$ cat config.mk
export PLATFORM = sky130hd
export DESIGN_NAME = serial_adder_sipo
export DESIGN_NICKNAME = d
export VERILOG_FILES = /design/src/rtl/serial_adder_sipo.sv
export SDC_FILE = /design/constraint.sdc
export NUM_CORES = 1
export LEC_CHECK = 0
export CAP_MARGIN = 5
export CORE_MARGIN = 3
export CORE_UTILIZATION = 45
export CTS_CLUSTER_DIAMETER = 200
export DETAILED_ROUTE_END_ITERATION = 8
export PLACE_DENSITY = 0.72
export SYNTH_ARGS = -nofsm -noshare
export SYNTH_HDL_FRONTEND = slang
export SYNTH_SLANG_ARGS = --single-unit
$ cat constraint.sdc
create_clock -name clk -period 2.7 [get_ports clk]
set_clock_uncertainty 0.1 [all_clocks]
set_input_delay 0.54 -clock clk [delete_from_list [all_inputs] [get_ports clk]]
set_output_delay 0.54 -clock clk [all_outputs]
set_load 0.01 [all_outputs]
$ cat src/rtl/serial_adder_sipo.sv
`default_nettype none
// ============================================================================
//  Module      : serial_adder_sipo
//  Description : Bit-serial adder with serial-in/parallel-out capture. Two
//                LSB-first operand streams are summed one bit pair per beat
//                through a carry flip-flop; after WIDTH beats the parallel
//                sum and final carry are offered on a valid/ready output.
//  Revision    : 1.0 - initial release
// ============================================================================
module serial_adder_sipo #(
  parameter int WIDTH = 4
) (
  input  logic             clk,
  input  logic             reset,
  input  logic             in_valid,
  output logic             in_ready,
  input  logic             start,
  input  logic             a_bit,
  input  logic             b_bit,
  output logic             out_valid,
  input  logic             out_ready,
  output logic [WIDTH-1:0] sum,
  output logic             cout,
  output logic             frame_err
);

  localparam int              CW          = (WIDTH > 1) ? $clog2(WIDTH) : 1;
  localparam logic [CW-1:0]   C_CNT_LAST  = CW'(WIDTH - 1);
  // Count after a start beat; a one-bit frame completes on the start beat itself.
  localparam logic [CW-1:0]   C_CNT_FIRST = CW'((WIDTH > 1) ? 1 : 0);
  localparam logic            C_ONE_BIT   = (WIDTH == 1);

  typedef enum logic [1:0] {
    S_IDLE  = 2'd0,
    S_SHIFT = 2'd1,
    S_HOLD  = 2'd2
  } state_t;

  state_t           r_state;
  state_t           w_state_next;
  logic [CW-1:0]    r_cnt;
  logic             r_c;
  logic [WIDTH-1:0] r_sr;
  logic [WIDTH-1:0] r_sum;
  logic             r_cout;
  logic             r_out_valid;
  logic             r_frame_err;

  logic             w_accept;
  logic             w_cin;
  logic             w_s;
  logic             w_c_next;
  logic [WIDTH-1:0] w_sr_next;
  logic             w_take;
  logic             w_done;
  logic             w_abort;

  assign in_ready  = (r_state != S_HOLD);
  assign w_accept  = in_valid && in_ready;
  assign out_valid = r_out_valid;
  assign sum       = r_sum;
  assign cout      = r_cout;
  assign frame_err = r_frame_err;

  // Full-adder slice; a start beat begins a new frame with a cleared carry.
  always_comb begin
    w_cin    = start ? 1'b0 : r_c;
    w_s      = a_bit ^ b_bit ^ w_cin;
    w_c_next = (a_bit & b_bit) | (w_cin & (a_bit ^ b_bit));
  end

  // The new sum bit enters at the MSB so bit 0 lands in [0] after WIDTH beats.
  generate
    if (WIDTH == 1) begin : g_sr_w1
      assign w_sr_next = w_s;
    end else begin : g_sr_wn
      assign w_sr_next = {w_s, r_sr[WIDTH-1:1]};
    end
  endgenerate

  // State register.
  always_ff @(posedge clk or negedge reset) begin
    if (!reset) begin
      r_state <= S_IDLE;
    end else begin
      r_state <= w_state_next;
    end
  end

  // Next-state logic plus per-beat take/complete/abort strobes.
  always_comb begin
    w_state_next = r_state;
    w_take       = 1'b0;
    w_done       = 1'b0;
    w_abort      = 1'b0;
    case (r_state)
      S_IDLE: begin
        // Beats without start are dropped until a frame begins.
        if (w_accept && start) begin
          w_take       = 1'b1;
          w_done       = C_ONE_BIT;
          w_state_next = C_ONE_BIT ? S_HOLD : S_SHIFT;
        end
      end
      S_SHIFT: begin
        if (w_accept) begin
          w_take       = 1'b1;
          w_abort      = start;
          w_done       = start ? C_ONE_BIT : (r_cnt == C_CNT_LAST);
          w_state_next = w_done ? S_HOLD : S_SHIFT;
        end
      end
      S_HOLD: begin
        if (out_ready) begin
          w_state_next = S_IDLE;
        end
      end
      default: begin
        w_state_next = S_IDLE;
      end
    endcase
  end

  // Shift register, carry, bit counter and registered result/flags.
  always_ff @(posedge clk or negedge reset) begin
    if (!reset) begin
      r_cnt       <= '0;
      r_c         <= 1'b0;
      r_sr        <= '0;
      r_sum       <= '0;
      r_cout      <= 1'b0;
      r_out_valid <= 1'b0;
      r_frame_err <= 1'b0;
    end else begin
      if (w_take) begin
        r_sr <= w_sr_next;
        if (w_done) begin
          r_c   <= 1'b0;
          r_cnt <= '0;
        end else begin
          r_c   <= w_c_next;
          r_cnt <= start ? C_CNT_FIRST : (r_cnt + CW'(1));
        end
      end
      if (w_done) begin
        r_sum  <= w_sr_next;
        r_cout <= w_c_next;
      end
      r_out_valid <= (w_state_next == S_HOLD);
      r_frame_err <= w_abort;
    end
  end

endmodule
`default_nettype wire

==> out/metrics.yaml <==
status:
  status: "complete, no violations"
place:
  port_buffers: 14
  gp_congestion: 0.6487
detailed_routing:
  drc: 0
  detail_route.first_pass.iterations: 4
  routed_wirelength_um: 1098
  num_vias: 432
  vias_per_cell: 5.333
  ant_nets: 0
  drtIter0Drc: 3
  wl_per_cell_um: 13.56
floorplanning:
  core_um2: 1366
  ios: 15
  die_y_um: 45
  die-width_um: 45
  row_count: 13
  dieArea_um2: 2025
  start_util_pct: 50.09
setup_path:
  worstPathArrival_ns: 1.48
  critical_path.endpoint_type: "output pin"
  crit_path_cell_trace: "or2b_1 -> clkdlybuf4s50_1"
  cp-startpoint: "r_state[1]$_DFF_PN0_"
  r2r.worst_path.cells: 4
  cp_max_fo: 4
  slowest_stage: "clkdlybuf4s50_1"
  cp-endpoint: "in_ready"
  crit_family: "buffers and inverters"
  max_stage_delay_ns: 0.48
  cp_num_buf_inv: 1
  crit_type: "reg -> out"
  cp_data_required_time_ns: 2.06
  cp_num_cells: 2
  r2r_start: "r_state[1]$_DFF_PN0_"
  cp-start-kind: "register"
  r2r_end: "cout$_DFFE_PN0P_"
  reg2reg_setup_slack_ns: 1.05
synthesis:
  syn_inst: 48
  synth.ff_latch_count: 15
  ys_types: 20
  synth_area_um2: 684.4
  syn_nets: 57
  avgSynthCellArea_um2: 14.26
  ys_seq_area_share_pct: 54.84
  synth_warnings: 0
clock_tree:
  cts_resized: 0
  cts_hold_buf: 0
  htree_levels: 1
  cts_sinks: 15
  clkTransAtPathRegs_ns: 0.09
  cts_tree: "done"
  root_buffer: "clkbuf_4"
  post-cts-setup-buffers: 0
  clockBufferDepth: 2
  clk_latency_ns: 0.29
  numCtsBuffers: 3
grt:
  track_usage_pct: 13.57
  grt_pass1_wl_um: 1911
  grt.overflow.total: 0
  antenna_found_initial: 0
  grt_max_degree: 16
  grt_pass1_vias: 430
sta:
  timing.hold.ws_ns: 0.4130
  rsz0062_at_grt: "no"
  drv_slew: 0
  period_minus_slack_ns: 2.122
  setup_viol: 0
  max_slew_margin_pct: 57.43
  fmax_ghz: 0.4714
  fin_tns_setup_ns: 0
  period_share_pct: 78.58
  hold_viol_final: 0
  tightest_slew_ns: 0.6366
worst_hold_path:
  hp-class: "reg -> reg"
final_layout:
  mostFrequentLayoutCell: "dfrtp_1"
  final_cell_mix: "dfrtp_1 (15), clkdlybuf4s50_1 (14), mux2_4 (5)"
  final_util_pct: 63.46
  fillers: 128
  n_antenna_cell: 0
  layout-drive-gt1-share_pct: 27.27
  synthToLayoutAreaGrowth_pct: 26.69
  nets: 76
job:
  drv_cap: 0
pwr:
  p_per_area_nw_per_um2: 893.5
  power_uw: 774.8
  leakagePower_uw: 0.0003996
  ir_worst_vdd_uv: 408.5
==> routing by layer <==
metal	vias up	GRT usage, %	share of wire, %
met5	-	0	0
met4	0	3.509	0.73
met3	2	7.968	10
met2	17	20.06	44
met1	208	16.92	45
li1	205	-	-
==> kinds of logic (layout without fill, tap and decap cells) <==
logic type | Yosys count | in the layout | share of synthesized area, %
buf+inv | 3 | 21 | 2.743
compound gates | 10 | 10 | 10.78
mux | 8 | 8 | 15.90
fa+ha+maj | 2 | 2 | 4.753
simple gates | 10 | 10 | 10.97
flops | 15 | 15 | 54.84
==> flip-flops by register name, summed over array words and instances, names as in the netlist <==
name and cells:
r_sr 3, frame_err 1, r_cnt 2, cout 1, sum 4, r_c 1, r_state 2, out_valid 1
==> worst min-delay path by stage <==
stage	slack [ns]	cells past startpoint	start	to
finish	0.41	1	r_sr[1]$_DFFE_PN0P_	sum[0]$_DFFE_PN0P_
global route	0.44	1	sum[1]$_DFFE_PN0P_	sum[1]$_DFFE_PN0P_
global placement	0.39	1	r_sr[1]$_DFFE_PN0P_	sum[0]$_DFFE_PN0P_
CTS	0.42	1	r_sr[1]$_DFFE_PN0P_	sum[0]$_DFFE_PN0P_
floorplan	0.14	0	reset	cout$_DFFE_PN0P_
detailed placement	0.40	1	r_sr[1]$_DFFE_PN0P_	sum[0]$_DFFE_PN0P_
==> cells in the mapped netlist <==
master,count,area share [%]
dfrtp_1,15,55
mux2_4,5,11
mux2_2,3,4.9
o21ai_0,3,2.2
and2b_2,2,2.6
inv_1,2,1.1
nor2_1,2,1.1
o21bai_1,2,2.2
o31ai_1,2,2.2
or2b_1,2,2.2
a22oi_1,1,1.1
and3_2,1,1.1
and4b_1,1,1.5
buf_6,1,1.6
fa_1,1,2.9
ha_1,1,1.8
nand2_1,1,0.55
nor2b_4,1,2.0
o21ai_1,1,0.73
o41ai_2,1,2.4
==> stage by stage <==
| stage | instance area (um2) | std cells | worst slack [ns] |
|---|---|---|---|
| floorplan | 684.4 | 48 | 1.043 |
| global route | 867.1 | 81 | 0.5113 |
| CTS | 867.1 | 81 | 0.5725 |
| global placement | 839.6 | 77 | 0.3809 |
| detailed placement | 839.6 | 77 | 0.3545 |
| finish | 867.1 | 81 | 0.5785 |
==> power by group <==
part | switching, uW | leakage [uW] | internal, uW | total (uW)
combinational | 98.2 | 0.000195 | 183 | 281
sequential | 54.2 | 0.000187 | 311 | 365
clock | 73.7 | 0.0000177 | 55.1 | 129
==> final cells by class <==
| type | instances | area [um2] | share of cell area [%] |
|---|---|---|---|
| timing repair buffer | 15 | 147.6 | 17.03 |
| tap | 15 | 18.77 | 2.165 |
| clock inverter | 1 | 5.005 | 0.5772 |
| clock buffer | 3 | 22.52 | 2.597 |
| inverter | 2 | 7.507 | 0.8658 |
| multi-input combinational | 30 | 290.3 | 33.48 |
| sequential | 15 | 375.4 | 43.29 |
(Power assumes the default switching activity.)
